$ cat config.mk
export PLATFORM = sky130hd
export DESIGN_NAME = l1i_refill_unit
export DESIGN_NICKNAME = d
export VERILOG_FILES = /design/src/rtl/l1i_pkg.sv /design/src/rtl/l1i_line_assembler.sv /design/src/rtl/l1i_refill_unit.sv
export SDC_FILE = /design/constraint.sdc
export NUM_CORES = 1
export LEC_CHECK = 0
export ABC_AREA = 1
export CAP_MARGIN = 10
export CORE_AREA = 2 2 204 206
export CTS_BUF_LIST = sky130_fd_sc_hd__clkbuf_4
export CTS_CLUSTER_SIZE = 16
export DETAILED_ROUTE_END_ITERATION = 8
export DIE_AREA = 0 0 206 208
export REMOVE_ABC_BUFFERS = 1
export SYNTH_ARGS = -nofsm -noshare
export SYNTH_HDL_FRONTEND = slang
export SYNTH_SLANG_ARGS = --single-unit
$ cat constraint.sdc
create_clock -name clock_i -period 12.1 [get_ports clock_i]
set_input_delay 1.815 -clock clock_i [delete_from_list [all_inputs] [get_ports clock_i]]
set_output_delay 1.815 -clock clock_i [all_outputs]
set_load 0.1 [all_outputs]
$ cat src/rtl/l1i_pkg.sv
// Shared sizes, refill state encodings and line-address helper for the L1I refill path.
package l1i_pkg;

  localparam int offsetSize          = 5;
  localparam int indexSize           = 8;
  localparam int tagSize             = 64 - (offsetSize + indexSize);
  localparam int cachelineSizeInBits = (2 ** offsetSize) * 8;
  localparam int busWidth            = 64;
  localparam int beatsPerLine        = cachelineSizeInBits / busWidth;
  localparam int beatCountWidth      = (beatsPerLine > 1) ? $clog2(beatsPerLine) : 1;

  typedef enum logic [1:0] {
    IDLE  = 2'd0,
    REQ   = 2'd1,
    FILL  = 2'd2,
    WRITE = 2'd3
  } refill_state_e;

  function automatic logic [63:0] build_line_addr(input logic [tagSize-1:0]   tag,
                                                  input logic [indexSize-1:0] index);
    return {tag, index, {offsetSize{1'b0}}};
  endfunction

endpackage

$ cat src/rtl/l1i_line_assembler.sv
// Beat counter plus slot-indexed line register; beat k lands in bits [k*busWidth +: busWidth].
// One-cycle load latency; no backpressure, the caller gates load.
module l1i_line_assembler
  import l1i_pkg::*;
(
  input  logic                           clock_i,
  input  logic                           reset_i,
  input  logic                           clear,
  input  logic                           load,
  input  logic [busWidth-1:0]            beat_dat,
  output logic [cachelineSizeInBits-1:0] line,
  output logic [beatCountWidth-1:0]      beat_count,
  output logic                           last_beat
);

  localparam logic [beatCountWidth-1:0] LastSlot = beatCountWidth'(beatsPerLine - 1);

  assign last_beat = (beat_count == LastSlot);

  // Saturates on the last slot so a stray extra beat can never wrap onto slot 0.
  always_ff @(posedge clock_i or posedge reset_i) begin
    if (reset_i) begin
      beat_count <= '0;
    end else if (clear) begin
      beat_count <= '0;
    end else if (load && !last_beat) begin
      beat_count <= beat_count + beatCountWidth'(1);
    end
  end

  always_ff @(posedge clock_i or posedge reset_i) begin
    if (reset_i) begin
      line <= '0;
    end else if (load) begin
      line[beat_count*busWidth +: busWidth] <= beat_dat;
    end
  end

endmodule

$ cat src/rtl/l1i_refill_unit.sv
// L1I refill engine: one miss at a time, line-aligned read, beat assembly, single-cycle cache update.
// Update arrives 2+beatsPerLine cycles after miss accept with an immediate ack; memory side paces via ack/data valid.
module l1i_refill_unit
  import l1i_pkg::*;
(
  input  logic                           clock_i,
  input  logic                           reset_i,
  input  logic                           flushPipeline_i,
  input  logic                           missValid_i,
  input  logic [tagSize-1:0]             missTag_i,
  input  logic [indexSize-1:0]           missIndex_i,
  input  logic [offsetSize-1:0]          missOffset_i,
  output logic                           busy_o,
  output logic                           memReq_o,
  output logic [63:0]                    memAddr_o,
  input  logic                           memAck_i,
  input  logic                           memDataValid_i,
  input  logic [busWidth-1:0]            memData_i,
  output logic                           updateEnable_o,
  output logic [cachelineSizeInBits-1:0] newCacheline_o,
  output logic [tagSize-1:0]             newTag_o,
  output logic [indexSize-1:0]           newIndex_o,
  output logic [offsetSize-1:0]          newOffset_o
);

  refill_state_e                 state_q, state_d;
  logic                          drop_q;
  logic                          busy_d, req_d, upd_d;
  logic                          miss_accept, beat_load, last_beat, drop_now;
  logic [beatCountWidth-1:0]     beat_count;

  assign miss_accept = (state_q == IDLE) && missValid_i;
  assign beat_load   = (state_q == FILL) && memDataValid_i;
  // A flush landing on the final beat still discards the line.
  assign drop_now    = drop_q || flushPipeline_i;

  l1i_line_assembler u_assembler (
    .clock_i    (clock_i),
    .reset_i    (reset_i),
    .clear      (miss_accept),
    .load       (beat_load),
    .beat_dat   (memData_i),
    .line       (newCacheline_o),
    .beat_count (beat_count),
    .last_beat  (last_beat)
  );

  // State register; control outputs are registered from the next state.
  always_ff @(posedge clock_i or posedge reset_i) begin
    if (reset_i) begin
      state_q        <= IDLE;
      busy_o         <= 1'b0;
      memReq_o       <= 1'b0;
      updateEnable_o <= 1'b0;
    end else begin
      state_q        <= state_d;
      busy_o         <= busy_d;
      memReq_o       <= req_d;
      updateEnable_o <= upd_d;
    end
  end

  always_comb begin
    state_d = state_q;
    case (state_q)
      IDLE:    if (missValid_i) state_d = REQ;
      REQ:     if (memAck_i) state_d = FILL;
      FILL:    if (beat_load && last_beat) state_d = drop_now ? IDLE : WRITE;
      WRITE:   state_d = IDLE;
      default: state_d = IDLE;
    endcase
  end

  always_comb begin
    busy_d = (state_d != IDLE);
    req_d  = (state_d == REQ);
    upd_d  = (state_d == WRITE);
  end

  // The read cannot be cancelled, so a flush only marks the line for discard.
  always_ff @(posedge clock_i or posedge reset_i) begin
    if (reset_i) begin
      drop_q <= 1'b0;
    end else if (miss_accept) begin
      drop_q <= 1'b0;
    end else if (flushPipeline_i && (state_q == REQ || state_q == FILL)) begin
      drop_q <= 1'b1;
    end
  end

  always_ff @(posedge clock_i or posedge reset_i) begin
    if (reset_i) begin
      newTag_o    <= '0;
      newIndex_o  <= '0;
      newOffset_o <= '0;
      memAddr_o   <= '0;
    end else if (miss_accept) begin
      newTag_o    <= missTag_i;
      newIndex_o  <= missIndex_i;
      newOffset_o <= missOffset_i;
      memAddr_o   <= build_line_addr(missTag_i, missIndex_i);
    end
  end

  a_single_update: assert property (@(posedge clock_i) disable iff (reset_i)
    updateEnable_o |=> !updateEnable_o);

endmodule

==> results of run 1 <==
## power by group through the flow
stage               combinational [mW]  clock (mW)  sequential (mW)
finish                            3.81        1.03             1.51
global route                      3.92        1.13             1.54
CTS                               3.83        1.06             1.52
detailed placement                3.83           0             1.53
global placement                  3.82           0             1.53
floorplan                        0.466           0             3.81
## path summary, 6_finish.rpt
check / start / to / slack [ps] / cells after the start
max in group asynchronous: reset_i / u_assembler.line[9]$_DFFE_PP0P_ / 8830 / 3
hold / removal: u_assembler.line[11]$_DFFE_PP0P_ / u_assembler.line[11]$_DFFE_PP0P_ / 480 / 2
hold reg to reg: u_assembler.line[11]$_DFFE_PP0P_ / u_assembler.line[11]$_DFFE_PP0P_ / 480 / 2
setup reg to reg: u_assembler.beat_count[0]$_DFFE_PP0P_ / u_assembler.line[38]$_DFFE_PP0P_ / 8520 / 7
setup / recovery: newTag_o[11]$_DFFE_PP0P_ / newTag_o[11] / 7860 / 1
min in group asynchronous: reset_i / newTag_o[2]$_DFFE_PP0P_ / 1620 / 2
## kinds of logic after synthesis
kind of cell,share of synthesized area
flip-flops,0.5945
AND/OR/NAND/NOR,0.1905
AO/OA/AOI/OAI,0.1084
buffers and inverters,0.09823
other,0.0002716
adder cells (fa/ha/maj),0.008156
## flip-flops by register name, summed over array words and instances (netlist names)
name	count
newOffset_o	5
u_assembler.beat_count	2
updateEnable_o	1
drop_q	1
memAddr_o	1
u_assembler.line	256
newIndex_o	7
memReq_o	1
state_q	2
busy_o	1
newTag_o	51
## stage by stage
step / hold slack, ps / cell area, um2 / power, mW / instances / util
global route: 488.5 / 19930 / 6.594 / 2514 / 0.4913
global placement: 464.3 / 18760 / 5.351 / 2357 / 0.4626
finish: 479.9 / 19930 / 6.349 / 2514 / 0.4913
floorplan: 495.5 / 12760 / 4.275 / 1295 / -
CTS: 480.8 / 19920 / 6.410 / 2512 / 0.4912
detailed placement: 467.8 / 18760 / 5.358 / 2357 / 0.4626
## layer usage
metal / part of all wire / vias to the layer above / routed length, um
met2: 0.48 / 570 / 24650
li1: - / 5776 / -
met1: 0.40 / 6013 / 20260
met3: 0.088 / 77 / 4511
met5: 0.00035 / - / 18
met4: 0.032 / 2 / 1659
## placed cells by master, fill, tap and decap left out
| cell | count |
|---|---|
| clkbuf_4 | 132 |
| a21oi_1 | 2 |
| buf_4 | 16 |
| ha_1 | 8 |
| nand3_1 | 8 |
| bufinv_16 | 3 |
| dfrtp_1 | 328 |
| inv_2 | 5 |
| o21ai_1 | 72 |
| nand2_2 | 3 |
| nor2_2 | 1 |
| inv_8 | 1 |
| nor2_4 | 4 |
| diode_2 | 2 |
| nand2_4 | 2 |
| conb_1 | 5 |
| o31ai_1 | 64 |
| inv_1 | 74 |
| nand3_4 | 2 |
| clkinv_2 | 2 |
| nand2_1 | 460 |
| nor2_1 | 5 |
| clkdlybuf4s50_1 | 514 |
| o21ai_0 | 129 |
| nand4_1 | 123 |
| ha_4 | 1 |
| clkinv_1 | 16 |
## worst register-to-register path, cell delays in order, from the launching register on
cell     delay (ps)
dfrtp_1         460
inv_1           210
ha_4            770
buf_4           770
nor2_1          200
nand2_2          80
buf_4           630
o31ai_1         300
## layout make-up
type,instances,area [um2]
Antenna cell,2,5.005
Clock buffer,132,991.0
Clock inverter,23,167.7
Fill cell,3880,20630
Inverter,78,300.3
Multi-Input combinational cell,889,4323
Sequential cell,328,8208
Tap cell,532,665.6
Timing Repair Buffer,530,5265
==> impl_summary.log, run 1 <==
INFO  metric detail_route.wl_per_cell = 20.33 um
INFO  metric ys_async_sr_fraction = 1.000
INFO  metric global_route.overflow_total = 0
INFO  metric num-nets-final = 2060
INFO  metric clock_skew = 33.41 ps
INFO  metric area_leader_netlist = dfrtp_1
INFO  metric max_slew_margin = 0.2321
INFO  metric die-area = 42850 um2
INFO  metric power_frac_seq = 0.238
INFO  metric yosys.cell_count.top_type = nand2_1
INFO  metric syn_inst = 1469
INFO  metric synthTopCellsByCount = 462 x nand2_1, 328 x dfrtp_1, 129 x o21ai_0
INFO  metric drt.antenna.violating_nets = 0
INFO  metric detail_route.drc_violations = 0
INFO  metric cpMaxStageDelayCell = clkdlybuf4s50_1
INFO  metric global_route_total_usage_across_every_layer = 0.2364
INFO  metric worstSetupStartpointType = flop
INFO  metric p_clk_frac = 0.162
INFO  metric netlist_area = 13810 um2
INFO  metric synth_enable_flop_cells = 0
INFO  metric global_route_wire_length_before_repair = 77640 um
INFO  metric floorplan.initialDensity = 0.3405
INFO  metric synth_largest_type_area_fraction = 0.5945
INFO  metric number_of_global_route_vias_before_repair = 12.57k
INFO  metric cts_repair_resize_count = 0
INFO  metric hold_buffer_count_at_cts = 0
INFO  metric cp_data_required_time = 10280 ps
INFO  metric max_clock_freq = 236.0 MHz
INFO  metric timing_worst_slew_pin_value = 1148 ps
INFO  metric core_area = 40550 um2
INFO  metric synth_seq_cells = 328
INFO  metric outcome = completed
INFO  metric vias = 12.44k
INFO  metric drt_pass_1_iters = 5
INFO  metric postSynthAreaPerCell = 9.399 um2
INFO  metric dp_hpwl = 33710 um
INFO  metric rows = 74
INFO  metric clkSlewWorstSetupHoldPaths = 60 ps
INFO  metric ctsLongestPathBuffers = 3
INFO  metric ys.warnings.count = 0
INFO  metric clock_tree_root_driver_cell = clkbuf_4
INFO  metric grt_use_met1 = 0.2868
INFO  metric setup_tns = 0 ps
INFO  metric clk_latency = 760 ps
INFO  metric share_comb_of_total_power = 0.600
INFO  metric fin_crit_sh = 0.3502
INFO  metric power.static_leakage = 9.610 nW
INFO  metric tritoncts = yes
INFO  metric netSwitchingFraction = 0.5910
INFO  metric route.detailed.vias_per_inst = 4.947
INFO  metric h_tree_depth_reported_by_cts = 3
INFO  metric critPathMaxFanout = 3
INFO  metric share_of_final_layout_standard_cells_stronger_than_drive_strength_1 = 0.08687
INFO  metric fin_crit = 4238 ps
INFO  metric timing.critical_path.to_type = output port
INFO  metric port_buffers = 515
INFO  metric synth_seq_area_share = 0.5945
INFO  metric timing.max_cap.violations = 0
INFO  metric setup_viol = 0
INFO  metric synth_top_flop_cell = dfrtp_1
INFO  metric syn_to_final_growth = 44.31%
INFO  metric hold_viol = 0
INFO  metric ys_types = 22
INFO  metric globalRouteMet2Util = 0.3857
INFO  metric place_worst_setup_slack = 7548 ps
INFO  metric cp_cell_sequence = clkdlybuf4s50_1
INFO  metric cp_data_arrival_time = 2420 ps
INFO  metric final-max-slew-violation-count = 0
INFO  metric clock-sinks = 328
INFO  metric worstSetupPathType = reg -> out
INFO  metric grt_use_met3 = 0.07816
INFO  metric irDropWorstVdd = 0.0004810 V
INFO  metric fp.dieW = 206 um
INFO  metric hp-class = reg -> reg
INFO  metric post-cts-setup-buffers = 0
INFO  metric total_switching_power = 3.752 mW
INFO  metric die_height = 208 um
INFO  metric drt_first_iter_violations = 810
INFO  metric final_critical_path_setup_slack = 7862 ps
INFO  metric ys_top_cells_by_area = dfrtp_1 59%, nand2_1 13%, nand4_1 5.6%
INFO  metric crit_buf_inv = 1
INFO  metric drt-total-wl = 51100 um
INFO  metric timing.critical_path.max_delay_family = buffers and inverters
INFO  metric grt_busiest_layer = met2
INFO  metric p_int = 2.597 mW
INFO  metric num_io_pins = 521
INFO  metric power-per-cell-area = 318.6 nW/um2
INFO  metric grt_max_degree = 126
INFO  metric cpPeakStageDelay = 1280 ps
INFO  metric routabilityCongestion = 0.8460
INFO  metric grt_setup_unrepaired = no
INFO  metric antenna_found_initial = 2
INFO  metric cts_bufs_inserted = 90
No activity file was read; power rests on OpenSTA's default activity.
==> run 2: changes to the inputs <==
==> constraint.sdc (replaced) <==
create_clock -name clock_i -period 4 [get_ports clock_i]
set_input_delay 0.6 -clock clock_i [delete_from_list [all_inputs] [get_ports clock_i]]
set_output_delay 0.6 -clock clock_i [all_outputs]
set_load 0.1 [all_outputs]
==> run 2 against run 1 <==
Compared with the run above:
- core utilization increased by 0.39 points
- global-route usage grew 0.18 points
- non-clock buffer count rose by 12
- cell count up 0.52%
- first-iteration DRC count decreased by 8.4%
- clock skew up 3.4 ps
- sequential share of layout area decreased by 0.32 points
- die area unchanged
- register-to-register slack worse by 7200 ps
- hold slack worse by 120 ps
- via count grew 0.96%
- largest cell class unchanged
- highest routed layer is now met4
==> impl_summary.log, run 2 (synthesized netlist as in run 1, its figures left out) <==
INFO  metric detail_route.wl_per_cell = 20.54 um
INFO  metric post-cts-setup-buffers = 0
INFO  metric timing.critical_path.to = newTag_o[11]
INFO  metric die-area = 42850 um2
INFO  metric tritoncts = yes
INFO  metric critPathMaxFanout = 3
INFO  metric antenna_found_initial = 1
INFO  metric rows = 74
INFO  metric global_route_wire_length_before_repair = 77780 um
INFO  metric clock_skew = 36.86 ps
INFO  metric ctsLongestPathBuffers = 3
INFO  metric worstSetupPathType = reg -> out
INFO  metric num_io_pins = 521
INFO  metric crit_buf_inv = 1
INFO  metric drt-total-wl = 51890 um
INFO  metric regs_by_ff_count = u_assembler.line x256, newTag_o x51, newIndex_o x7
INFO  metric fp.dieW = 206 um
INFO  metric routabilityCongestion = 0.8586
INFO  metric share_of_final_layout_standard_cells_stronger_than_drive_strength_1 = 0.09438
INFO  metric reg2reg_setup_slack = 1310 ps
INFO  metric global_route.overflow_total = 0
INFO  metric global_route_total_usage_across_every_layer = 0.2382
INFO  metric cpMaxStageDelayCell = clkdlybuf4s50_1
INFO  metric clock_tree_root_driver_cell = clkbuf_4
INFO  metric num-nets-final = 2073
INFO  metric drt_pass_1_iters = 6
INFO  metric drt_first_iter_violations = 742
INFO  metric cpPeakStageDelay = 1290 ps
INFO  metric drt.antenna.violating_nets = 0
INFO  metric cp_data_required_time = 3400 ps
INFO  metric number_of_global_route_vias_before_repair = 12.65k
INFO  metric final-max-slew-violation-count = 0
INFO  metric syn_to_final_growth = 45.46%
INFO  metric critical_path.startpoint = newTag_o[11]$_DFFE_PP0P_
INFO  metric layout_commonest_cell = clkdlybuf4s50_1
INFO  metric port_buffers = 515
INFO  metric worstSetupStartpointType = flop
INFO  metric largest_register_ffs = 256
INFO  metric grt_max_degree = 100
INFO  metric max_clock_freq = 324.9 MHz
INFO  metric route.detailed.vias_per_inst = 4.970
INFO  metric clkSlewWorstSetupHoldPaths = 60 ps
INFO  metric clk_latency = 770 ps
INFO  metric hold_viol = 0
INFO  metric hp-class = in -> reg
INFO  metric cp_cell_sequence = clkdlybuf4s50_1
INFO  metric h_tree_depth_reported_by_cts = 3
INFO  metric floorplan.initialDensity = 0.3405
INFO  metric timing_worst_slew_pin_value = 1149 ps
INFO  metric timing.max_cap.violations = 0
INFO  metric cts_bufs_inserted = 91
INFO  metric max_slew_margin = 0.2316
INFO  metric timing.critical_path.max_delay_family = buffers and inverters
INFO  metric core_area = 40550 um2
INFO  metric dp_hpwl = 35220 um
INFO  metric postLayoutCellArea = 20080 um2
INFO  metric worstHoldStart = missTag_i[6]
INFO  metric setup_viol = 0
INFO  metric detail_route.drc_violations = 0
INFO  metric vias = 12.56k
INFO  metric outcome = completed
INFO  metric hold_buffer_count_at_cts = 0
INFO  metric fin_crit = 3078 ps
INFO  metric highest_count_cells_in_the_layout_ignoring_fill_and_taps = 514 x clkdlybuf4s50_1, 460 x nand2_1, 328 x dfrtp_1
INFO  metric worstSetupPathDepth = 1
INFO  metric clock-sinks = 328
INFO  metric rr_worst_depth = 6
INFO  metric cp_data_arrival_time = 2480 ps
INFO  metric worst_r2r_startpoint = state_q[0]$_DFF_PP0_
INFO  metric registers.top_by_ff_count = u_assembler.line
INFO  metric fin_crit_sh = 0.7694
INFO  metric grt_setup_unrepaired = no
INFO  metric timing.rr.end = u_assembler.line[254]$_DFFE_PP0P_
INFO  metric cts_repair_resize_count = 0
INFO  metric place_area = 18910 um2
INFO  metric die_height = 208 um
INFO  metric fill_cells = 3867
INFO  metric timing.critical_path.to_type = output port
## run 2: area by class of cell
type	instances	area [um2]	share of cell area
Sequential cell	328	8208	0.4087
Inverter	78	300.3	0.01495
Antenna cell	3	7.507	0.0003738
Clock buffer	137	1028	0.05121
Multi-Input combinational cell	889	4323	0.2153
Timing Repair Buffer	542	5430	0.2704
Clock inverter	18	120.1	0.005981
Tap cell	532	665.6	0.03314
## run 2: per-stage QoR
step	std cells	util	setup WS, ps	setup TNS (ps)	hold WS [ps]
global route	2526	0.4952	832.9	0	288.5
floorplan	1295	-	-5683	-1882240	495.5
detailed placement	2368	0.4662	1015	0	468.2
finish	2527	0.4952	922.3	0	358.0
global placement	2368	0.4662	1047	0	464.3
CTS	2523	0.4945	819.7	0	248.2
## run 2: worst min path at each step
| stage | to | depth (start not counted) |
|---|---|---|
| after floorplan | drop_q$_DFFE_PP0P_ | 2 |
| after global placement | u_assembler.line[7]$_DFFE_PP0P_ | 2 |
| after detailed placement | u_assembler.line[35]$_DFFE_PP0P_ | 2 |
| after CTS | newTag_o[14]$_DFFE_PP0P_ | 3 |
| after global routing | newIndex_o[3]$_DFFE_PP0P_ | 3 |
| final | newTag_o[6]$_DFFE_PP0P_ | 3 |
## run 2: layer usage
metal | GRT usage | share of wire
met5 | 0 | 0
met4 | 0.1022 | 0.035
met3 | 0.08036 | 0.099
met2 | 0.3900 | 0.48
met1 | 0.2843 | 0.39
Power of run 2 is not shown: default switching activity piles up to over one toggle a cycle in this logic, so the estimate is an artifact.
==> run 3: changes to the inputs <==
--- a/config.mk
+++ b/config.mk
@@ -12,6 +12,7 @@
 export CTS_CLUSTER_SIZE = 16
 export DETAILED_ROUTE_END_ITERATION = 8
 export DIE_AREA = 0 0 206 208
+export PLACE_DENSITY = 0.67
 export REMOVE_ABC_BUFFERS = 1
 export SYNTH_ARGS = -nofsm -noshare
 export SYNTH_HDL_FRONTEND = slang
==> constraint.sdc (replaced) <==
create_clock -name clock_i -period 2.65 [get_ports clock_i]
set_input_delay 0.3975 -clock clock_i [delete_from_list [all_inputs] [get_ports clock_i]]
set_output_delay 0.3975 -clock clock_i [all_outputs]
set_load 0.1 [all_outputs]
==> run 3 against run 2 <==
Compared with the run above:
- count of clock-buffer cells in the layout fell by 11
- via count rose by 0.60%
- critical path type is now reg -> reg
- clock skew rose by 11 ps
- critical path depth rose by 5
- first-iteration DRC count fell by 3.0%
- sequential cell count did not move
- sequential share of layout area rose by 2.0 points
- largest cell class unchanged
==> impl_summary.log, run 3 (synthesized netlist as in run 1, its figures left out) <==
INFO  metric global_route_total_usage_across_every_layer = 0.2286
INFO  metric cpMaxStageDelayCell = buf_4
INFO  metric regs_by_ff_count = u_assembler.line x256, newTag_o x51, newIndex_o x7
INFO  metric tritoncts = yes
INFO  metric syn_to_final_growth = 38.74%
INFO  metric clock_tree_root_driver_cell = clkbuf_4
INFO  metric dp_hpwl = 35020 um
INFO  metric cp_data_arrival_time = 2640 ps
INFO  metric cpPeakStageDelay = 490 ps
INFO  metric cp_cell_sequence = inv_1 -> ha_4 -> nor2_1 -> nand2_2 -> buf_4 -> o31ai_1
INFO  metric number_of_global_route_vias_before_repair = 12.66k
INFO  metric detail_route.drc_violations = 0
INFO  metric worstSetupStartpointType = flop
INFO  metric antenna_found_initial = 1
INFO  metric largest_register_ffs = 256
INFO  metric drt-total-wl = 49920 um
INFO  metric global_route_wire_length_before_repair = 75160 um
INFO  metric setup_viol = 0
INFO  metric routabilityCongestion = 0.9084
INFO  metric drt_pass_1_iters = 5
INFO  metric timing_worst_slew_pin_value = 713.9 ps
INFO  metric critPathMaxFanout = 44
INFO  metric route.detailed.vias_per_inst = 5.017
INFO  metric hold_viol = 0
INFO  metric place_area = 18070 um2
INFO  metric highest_count_cells_in_the_layout_ignoring_fill_and_taps = 460 x nand2_1, 406 x buf_4, 328 x dfrtp_1
INFO  metric ctsLongestPathBuffers = 3
INFO  metric detail_route.wl_per_cell = 19.83 um
INFO  metric rows = 74
INFO  metric drt.antenna.violating_nets = 0
INFO  metric clock-sinks = 328
INFO  metric cts_repair_resize_count = 0
INFO  metric worstSetupPathType = reg -> reg
INFO  metric layout_commonest_cell = nand2_1
INFO  metric timing.critical_path.to_type = flop
INFO  metric layout.core_utilization = 0.4724
INFO  metric clk_latency = 780 ps
INFO  metric h_tree_depth_reported_by_cts = 3
INFO  metric registers.top_by_ff_count = u_assembler.line
INFO  metric global_route.overflow_total = 0
INFO  metric postLayoutCellArea = 19160 um2
INFO  metric fin_crit = 2042 ps
INFO  metric grt_setup_unrepaired = no
INFO  metric outcome = completed
INFO  metric clock_skew = 48.14 ps
INFO  metric clkSlewWorstSetupHoldPaths = 70 ps
INFO  metric cts_bufs_inserted = 88
INFO  metric cp_data_required_time = 3240 ps
INFO  metric vias = 12.63k
INFO  metric port_buffers = 515
INFO  metric num-nets-final = 2078
INFO  metric core_area = 40550 um2
INFO  metric floorplan.initialDensity = 0.3405
INFO  metric num_io_pins = 521
INFO  metric post-cts-setup-buffers = 0
INFO  metric max_slew_margin = 0.5241
INFO  metric reg2reg_setup_slack = 610 ps
INFO  metric drt_first_iter_violations = 720
INFO  metric max_clock_freq = 489.8 MHz
INFO  metric grt_max_degree = 129
INFO  metric hp-class = in -> reg
INFO  metric hold_buffer_count_at_cts = 1
INFO  metric fin_crit_sh = 0.7704
INFO  metric fp.dieW = 206 um
INFO  metric die_height = 208 um
INFO  metric final-max-slew-violation-count = 0
INFO  metric share_of_final_layout_standard_cells_stronger_than_drive_strength_1 = 0.2861
INFO  metric timing.max_cap.violations = 0
INFO  metric die-area = 42850 um2
run 3: final timing paths:
kind                                                  startpoint                                end  cells after the start
setup / recovery           u_assembler.beat_count[0]$_DFFE_PP0P_   u_assembler.line[29]$_DFFE_PP0P_                      6
setup reg to reg           u_assembler.beat_count[0]$_DFFE_PP0P_   u_assembler.line[29]$_DFFE_PP0P_                      6
hold reg to reg                 u_assembler.line[12]$_DFFE_PP0P_   u_assembler.line[12]$_DFFE_PP0P_                      2
max in group asynchronous                                reset_i   u_assembler.line[50]$_DFFE_PP0P_                      4
hold / removal                                     missTag_i[32]           newTag_o[32]$_DFFE_PP0P_                      3
min in group asynchronous                                reset_i  u_assembler.line[200]$_DFFE_PP0P_                      3
run 3: final cells by class:
cell class,count,area (um2)
Inverter,78,300.3
Multi-Input combinational cell,889,4318
Timing Repair Buffer,550,4589
Clock buffer,126,945.9
Tap cell,532,665.6
Sequential cell,328,8208
Antenna cell,1,2.502
Clock inverter,14,126.4
Fill cell,3883,21400
run 3: worst max-delay path, delay by kind of cell (launching register included):
family | cells | cell delay [ps]
AOI/OAI and AO/OA | 1 | 130
and+or+nand+nor | 2 | 160
DFF | 1 | 460
buffers and inverters | 2 | 700
adders and majority gates | 1 | 360
run 3: per-stage QoR:
stage | TNS, ps | worst slack (ps) | cells | hold WS [ps]
6_report | 0 | 608.4 | 2518 | 136.1
5_1_grt | 0 | 432.5 | 2518 | 68.96
4_1_cts | 0 | 545.4 | 2517 | 37.74
3_5_place_dp | 0 | 575.9 | 2376 | 466.3
3_3_place_gp | 0 | 613.0 | 2376 | 466.2
2_1_floorplan | -2500200 | -6831 | 1295 | 495.5
run 3: layer usage:
metal  routed length (um)  GRT usage  up-vias
met5                    0          0        -
met4                 2723     0.1333        0
met3                 4653    0.07315      114
met2                24010     0.3701      623
met1                18530     0.2646     6077
li1                     -          -     5819
Power of run 3 is left out for the same reason.
